## src/rtl/mmio_bus_decoder_if.sv

```systemverilog
// Bus bundle for mmio_bus_decoder: CPU request/response plus the shared slave-side signals.
// The decoder connects through the "slave" modport; the CPU and slave devices use "master".
interface mmio_bus_decoder_if #(
  parameter int unsigned NSLV = 4,
  parameter int unsigned AW   = 32,
  parameter int unsigned DW   = 32
);
  logic               cpu_req;
  logic               cpu_we;
  logic [AW-1:0]      cpu_addr;
  logic [DW-1:0]      cpu_wdata;
  logic [DW-1:0]      cpu_rdata;
  logic               cpu_ready;
  logic               cpu_err;
  logic [NSLV-1:0]    s_sel;
  logic               s_we;
  logic [AW-1:0]      s_addr;
  logic [DW-1:0]      s_wdata;
  logic [NSLV*DW-1:0] s_rdata;
  logic [NSLV-1:0]    s_ready;

  modport slave (
    input  cpu_req, cpu_we, cpu_addr, cpu_wdata, s_rdata, s_ready,
    output cpu_rdata, cpu_ready, cpu_err, s_sel, s_we, s_addr, s_wdata
  );

  modport master (
    output cpu_req, cpu_we, cpu_addr, cpu_wdata, s_rdata, s_ready,
    input  cpu_rdata, cpu_ready, cpu_err, s_sel, s_we, s_addr, s_wdata
  );
endinterface

```

## src/rtl/mmio_bus_decoder.sv

```systemverilog
// Single-master MMIO address decoder: routes one CPU access at a time to NSLV fixed-size windows.
// Optional access watchdog enabled by defining MMIO_BUS_TIMEOUT_EN.
module mmio_bus_decoder #(
  parameter int unsigned        NSLV        = 4,
  parameter int unsigned        AW          = 32,
  parameter int unsigned        DW          = 32,
  parameter int unsigned        REGION_LOG2 = 10,
  parameter logic [NSLV*AW-1:0] BASES       = {32'h00000C00, 32'h00000800, 32'h00000400, 32'h00000000},
  parameter int unsigned        TMO_CYCLES  = 15
) (
  input  logic              clk_i,
  input  logic              reset_i,
  mmio_bus_decoder_if.slave bus_io
);

  localparam int unsigned TAG_W = AW - REGION_LOG2;
  localparam int unsigned TMO_W = 8;

  typedef enum logic [1:0] {
    IDLE   = 2'd0,
    ACCESS = 2'd1,
    RESP   = 2'd2
  } state_e;

  state_e          state_q, state_d;
  logic [NSLV-1:0] sel_q, sel_d;
  logic            we_q, we_d;
  logic [AW-1:0]   addr_q, addr_d;
  logic [DW-1:0]   wdata_q, wdata_d;
  logic [DW-1:0]   rdata_q, rdata_d;
  logic            ready_q, ready_d;
  logic            err_q, err_d;
`ifdef MMIO_BUS_TIMEOUT_EN
  logic [TMO_W-1:0] tmo_q, tmo_d;
`else
  // No watchdog in this build; the limit parameter is accepted but has no effect.
  logic unused_tmo_c;
  assign unused_tmo_c = ^TMO_W'(TMO_CYCLES);
`endif

  logic            hit_c;
  logic [NSLV-1:0] hit_sel_c;
  logic [DW-1:0]   slv_rdata_c;
  logic            slv_ready_c;

  // Window match on the address tag; first (lowest-index) hit wins on overlap.
  always_comb begin
    hit_c     = 1'b0;
    hit_sel_c = '0;
    for (int unsigned i = 0; i < NSLV; i++) begin
      if (!hit_c && (bus_io.cpu_addr[AW-1:REGION_LOG2] == BASES[i*AW+REGION_LOG2 +: TAG_W])) begin
        hit_c        = 1'b1;
        hit_sel_c[i] = 1'b1;
      end
    end
  end

  // Only the selected slave's data and ready are observed.
  always_comb begin
    slv_rdata_c = '0;
    for (int unsigned i = 0; i < NSLV; i++) begin
      if (sel_q[i]) slv_rdata_c = bus_io.s_rdata[i*DW +: DW];
    end
  end

  assign slv_ready_c = |(bus_io.s_ready & sel_q);

  always_comb begin
    state_d = state_q;
    sel_d   = sel_q;
    we_d    = we_q;
    addr_d  = addr_q;
    wdata_d = wdata_q;
    rdata_d = rdata_q;
    ready_d = 1'b0;
    err_d   = err_q;
`ifdef MMIO_BUS_TIMEOUT_EN
    tmo_d   = tmo_q;
`endif
    unique case (state_q)
      IDLE: begin
        if (bus_io.cpu_req) begin
          if (hit_c) begin
            sel_d   = hit_sel_c;
            we_d    = bus_io.cpu_we;
            addr_d  = bus_io.cpu_addr;
            wdata_d = bus_io.cpu_wdata;
`ifdef MMIO_BUS_TIMEOUT_EN
            tmo_d   = '0;
`endif
            state_d = ACCESS;
          end else begin
            err_d   = 1'b1;
            rdata_d = '0;
            ready_d = 1'b1;
            state_d = RESP;
          end
        end
      end
      ACCESS: begin
        if (slv_ready_c) begin
          rdata_d = we_q ? '0 : slv_rdata_c;
          sel_d   = '0;
          ready_d = 1'b1;
          state_d = RESP;
        end
`ifdef MMIO_BUS_TIMEOUT_EN
        else if (tmo_q == TMO_W'(TMO_CYCLES - 1)) begin
          tmo_d   = tmo_q + TMO_W'(1);
          err_d   = 1'b1;
          rdata_d = '0;
          sel_d   = '0;
          ready_d = 1'b1;
          state_d = RESP;
        end else begin
          tmo_d   = tmo_q + TMO_W'(1);
        end
`endif
      end
      RESP: begin
        err_d   = 1'b0;
        state_d = IDLE;
      end
      default: state_d = IDLE;
    endcase
  end

  always_ff @(posedge clk_i) begin
    if (reset_i) begin
      state_q <= IDLE;
      sel_q   <= '0;
      we_q    <= 1'b0;
      addr_q  <= '0;
      wdata_q <= '0;
      rdata_q <= '0;
      ready_q <= 1'b0;
      err_q   <= 1'b0;
`ifdef MMIO_BUS_TIMEOUT_EN
      tmo_q   <= '0;
`endif
    end else begin
      state_q <= state_d;
      sel_q   <= sel_d;
      we_q    <= we_d;
      addr_q  <= addr_d;
      wdata_q <= wdata_d;
      rdata_q <= rdata_d;
      ready_q <= ready_d;
      err_q   <= err_d;
`ifdef MMIO_BUS_TIMEOUT_EN
      tmo_q   <= tmo_d;
`endif
    end
  end

  assign bus_io.s_sel     = sel_q;
  assign bus_io.s_we      = we_q;
  assign bus_io.s_addr    = addr_q;
  assign bus_io.s_wdata   = wdata_q;
  assign bus_io.cpu_rdata = rdata_q;
  assign bus_io.cpu_ready = ready_q;
  assign bus_io.cpu_err   = err_q;

endmodule

```

## src/flat_wrapper.sv

```systemverilog
// flat-port wrapper written by rule: the top's interface ports become plain ports
module mmio_bus_decoder_flat 
#(
  parameter int unsigned        NSLV        = 4,
  parameter int unsigned        AW          = 32,
  parameter int unsigned        DW          = 32,
  parameter int unsigned        REGION_LOG2 = 10,
  parameter logic [NSLV*AW-1:0] BASES       = {32'h00000C00, 32'h00000800, 32'h00000400, 32'h00000000},
  parameter int unsigned        TMO_CYCLES  = 15
)
  (clk_i, reset_i, bus_io_cpu_req, bus_io_cpu_we, bus_io_cpu_addr, bus_io_cpu_wdata, bus_io_s_rdata, bus_io_s_ready, bus_io_cpu_rdata, bus_io_cpu_ready, bus_io_cpu_err, bus_io_s_sel, bus_io_s_we, bus_io_s_addr, bus_io_s_wdata);
  mmio_bus_decoder_if #(.NSLV(NSLV), .AW(AW), .DW(DW)) bus_io_i ();
  input  logic clk_i;
  input  logic reset_i;
  input wire logic [$bits(bus_io_i.cpu_req)-1:0] bus_io_cpu_req;
  input wire logic [$bits(bus_io_i.cpu_we)-1:0] bus_io_cpu_we;
  input wire logic [$bits(bus_io_i.cpu_addr)-1:0] bus_io_cpu_addr;
  input wire logic [$bits(bus_io_i.cpu_wdata)-1:0] bus_io_cpu_wdata;
  input wire logic [$bits(bus_io_i.s_rdata)-1:0] bus_io_s_rdata;
  input wire logic [$bits(bus_io_i.s_ready)-1:0] bus_io_s_ready;
  output wire logic [$bits(bus_io_i.cpu_rdata)-1:0] bus_io_cpu_rdata;
  output wire logic [$bits(bus_io_i.cpu_ready)-1:0] bus_io_cpu_ready;
  output wire logic [$bits(bus_io_i.cpu_err)-1:0] bus_io_cpu_err;
  output wire logic [$bits(bus_io_i.s_sel)-1:0] bus_io_s_sel;
  output wire logic [$bits(bus_io_i.s_we)-1:0] bus_io_s_we;
  output wire logic [$bits(bus_io_i.s_addr)-1:0] bus_io_s_addr;
  output wire logic [$bits(bus_io_i.s_wdata)-1:0] bus_io_s_wdata;
  assign bus_io_i.cpu_req = bus_io_cpu_req;
  assign bus_io_i.cpu_we = bus_io_cpu_we;
  assign bus_io_i.cpu_addr = bus_io_cpu_addr;
  assign bus_io_i.cpu_wdata = bus_io_cpu_wdata;
  assign bus_io_i.s_rdata = bus_io_s_rdata;
  assign bus_io_i.s_ready = bus_io_s_ready;
  assign bus_io_cpu_rdata = bus_io_i.cpu_rdata;
  assign bus_io_cpu_ready = bus_io_i.cpu_ready;
  assign bus_io_cpu_err = bus_io_i.cpu_err;
  assign bus_io_s_sel = bus_io_i.s_sel;
  assign bus_io_s_we = bus_io_i.s_we;
  assign bus_io_s_addr = bus_io_i.s_addr;
  assign bus_io_s_wdata = bus_io_i.s_wdata;
  mmio_bus_decoder #(.NSLV(NSLV), .AW(AW), .DW(DW), .REGION_LOG2(REGION_LOG2), .BASES(BASES), .TMO_CYCLES(TMO_CYCLES)) u_core (.clk_i(clk_i), .reset_i(reset_i), .bus_io(bus_io_i));
endmodule
```

## config.mk

```make
export PLATFORM = sky130hd
export DESIGN_NAME = mmio_bus_decoder_flat
export DESIGN_NICKNAME = d
export VERILOG_FILES = /design/src/rtl/mmio_bus_decoder_if.sv /design/src/rtl/mmio_bus_decoder.sv /design/src/flat_wrapper.sv
export SDC_FILE = /design/constraint.sdc
export NUM_CORES = 1
export LEC_CHECK = 0
export BUFFER_PORTS_ARGS = -buffer_cell sky130_fd_sc_hd__buf_2
export CAP_MARGIN = 20
export CELL_PAD_IN_SITES_DETAIL_PLACEMENT = 1
export CELL_PAD_IN_SITES_GLOBAL_PLACEMENT = 1
export CORE_ASPECT_RATIO = 1.2
export CORE_UTILIZATION = 33
export CTS_BUF_LIST = sky130_fd_sc_hd__clkbuf_4 sky130_fd_sc_hd__clkbuf_8 sky130_fd_sc_hd__clkbuf_16
export DETAILED_ROUTE_END_ITERATION = 6
export PLACE_DENSITY_LB_ADDON = 0.15
export SYNTH_ARGS = -nofsm -noshare
export SYNTH_HDL_FRONTEND = slang
export SYNTH_SLANG_ARGS = --single-unit
```

## constraint.sdc

```tcl
create_clock -name clk_i -period 2.5 [get_ports clk_i]
set_input_delay 0 -clock clk_i [delete_from_list [all_inputs] [get_ports clk_i]]
set_output_delay 0 -clock clk_i [all_outputs]
set_load 0.005 [all_outputs]
```

==> metrics.yaml <==
yosys:
  avgSynthCellArea_um2: 8.450
  ys_types: 32
  syn_inst: 629
  syn-cell-area_um2: 5315
  yosysWarnings: 0
  synth-seq-cells: 105
  synth_fp_nets: 829
  ys_seq_area_share_pct: 39.55
worst_setup_path:
  slowest_delay_ps: 360
  timing.critical_path.buf_inv: 3
  cp-end-kind: "register"
  crit_family: "buffers and inverters"
  path_cells: "nor3b_4, buf_4, inv_1, a32o_2, buf_12, mux2i_1"
  critPathRequiredTime_ps: 2730
  critical_path_class: "reg -> reg"
  cp-start-kind: "register"
  crit_fanout: 34
  slowest_stage: "dfxtp_1"
  crit_arrival_ps: 2030
detailed_routing:
  drc: 0
  vias: 5938
  avgRoutedWirePerCell_um: 17.58
  dr.pass1.iters: 4
  postRouteAntennaNets: 0
  wirelength_mm: 20.15
  via_per_inst: 5.182
  dr.first_iter.drc_count: 242
placement:
  dpl-instance-area_um2: 6877
  dp_cells: 1085
  dp_hpwl_mm: 14.46
  gp_congestion: 0.7933
  io_buffers: 302
timing:
  hold_ws_ps: 36.76
  clock-skew-final_ps: 13.50
  fmax_mhz: 555.0
  tightest_slew_ps: 738.6
  fin_crit_ps: 1802
  hold_violations: 0
  max_slew_margin_pct: 50.61
  tns_ps: 0
  slew_viol_final: 0
  rsz0062_at_grt: "false"
  period_share_pct: 72.07
  setup_viol: 0
power:
  p_per_area_nw_per_um2: 451.5
  design_power_total_mw: 3.450
  p_leak_nw: 3.533
  ir_worst_vdd_mv: 0.2782
cells_and_area:
  drive_above_1_share_pct: 37.31
  layout_commonest_cell: "buf_2"
  n_antenna_cell: 0
  num-nets-final: 1133
  final_area_um2: 7640
  syn_to_final_growth_pct: 43.74
  fillers: 1956
  layout_common_cells: "buf_2 (302), dfxtp_1 (102), a21oi_1 (79), o21ai_0 (77), and2_1 (52)"
  final_cells: 1146
clock_network:
  insertion_delay_ps: 350
  clk_pin_slew_ps: 80
  cts.sinks: 105
  root_buffer: "clkbuf_16"
  tritoncts: "yes"
  cts_resized: 0
  cts_max_level: 3
  clockBufferDepth: 2
  cts_made_buffers: 9
run_status:
  status: "finished clean"
die:
  core_um2: 15700
  ios: 303
  rows: 50
  dieArea_um2: 16620
  die_x_um: 117.9
  start_util_pct: 33.85
  die_h_um: 141.0
global_route:
  grt_remaining_overflow: 0
  grt_use_total_pct: 24.15
  grt_pass1_vias: 6352
  antenna_found_initial: 0
  grt_first_pass_wirelength_mm: 32.40
  grt_max_degree: 67
hold_path:
  hold_path_class: "in -> reg"
job:
  drv_cap: 0
flip-flops by register name (all words and copies together), names as in the netlist:
signal	count
u_core.bus_io.cpu_err	1
u_core.bus_io.cpu_rdata	32
u_core.bus_io.cpu_ready	1
u_core.bus_io.s_addr	32
u_core.bus_io.s_sel	4
u_core.bus_io.s_wdata	32
u_core.bus_io.s_we	1
u_core.state_q	2
cells by family after synthesis:
group                  Yosys count  share of synthesized area (%)
muxes                           36                          6.780
and+or+nand+nor                190                          23.59
AOI/OAI and AO/OA              195                          21.05
DFF                            105                          39.55
buffers and inverters          103                          9.039
synth_stat cells:
cell type  count  share of area, %
a21oi_1       79               7.4
a221oi_1      32               5.3
a22o_1         2              0.33
a31oi_1        2              0.24
a32o_2         1              0.21
and2_1        53               6.2
and3_1         1              0.12
buf_1          4              0.28
buf_12         3               1.1
buf_2          9              0.85
buf_4          7              0.99
buf_6          1              0.21
clkbuf_1      45               3.2
dfxtp_1      105                40
inv_1         34               2.4
mux2i_1       36               6.8
nand2_1        1             0.071
nand2b_1      34               4.0
nand3_1        4              0.38
nand3b_1      36               5.1
nand4_1       45               5.3
nor2_1         4              0.28
nor2b_1        1              0.12
nor3_1         2              0.19
nor3b_2        1              0.24
nor4_2         5               1.2
o21a_1         1              0.14
o21ai_0       77               7.3
o21ai_2        1              0.16
or2_2          1              0.12
or3_1          1              0.12
or3b_2         1              0.16
path summary, 6_finish.rpt:
path                                               from  slack (ps)  cells after the start                                       end
setup / recovery         u_core.state_q[1]$_SDFFE_PP0P_         700                      6  u_core.bus_io.cpu_rdata[11]$_SDFFE_PP0P_
hold / removal                      bus_io_s_rdata[106]          40                      4  u_core.bus_io.cpu_rdata[10]$_SDFFE_PP0P_
setup reg to reg         u_core.state_q[1]$_SDFFE_PP0P_         700                      6  u_core.bus_io.cpu_rdata[11]$_SDFFE_PP0P_
hold reg to reg   u_core.bus_io.s_addr[12]$_SDFFE_PP0P_         470                      1     u_core.bus_io.s_addr[12]$_SDFFE_PP0P_
stage by stage:
step | worst slack, ps | utilization [%]
3_5_place_dp | 496.8 | 43.79
5_1_grt | 572.9 | 48.65
3_3_place_gp | 620.1 | 43.79
2_1_floorplan | 992.6 | -
6_report | 698.2 | 48.65
4_1_cts | 699.6 | 48.61
worst reg2reg max path: cells and delay by family (launching register included):
kind                   cells  cell delay [ps]
DFF                        1              360
and+or+nand+nor            1              290
buffers and inverters      3              600
muxes                      1              190
AOI/OAI and AO/OA          1              260
metal layers:
layer	vias to the layer above	routed length, um	global-route usage, %
met1	2816	7536	25.34
met3	36	1185	5.583
li1	2856	-	-
met2	230	10900	46.78
met5	-	0	0
met4	0	519	8.030
repair_timing:
action | CTS | global route
endpoints found under the hold margin | 46 | 0
hold buffers | 45 | 0
setup buffers | 0 | 0
area by class of cell:
class,instances,area [um2],share of cell area (%)
tap,208,260.3,3.406
clock buffer,9,225.2,2.948
timing repair buffer,362,2087,27.32
inverter,34,127.6,1.670
sequential,105,2106,27.56
clock inverter,7,81.33,1.065
multi-input combinational,421,2753,36.03
report_power, final:
part,internal [mW],total [mW],switching [mW]
Sequential,1.67,1.68,0.00252
Combinational,0.199,0.343,0.144
Clock,0.715,1.43,0.715
Power figures use the tool's default switching activity.
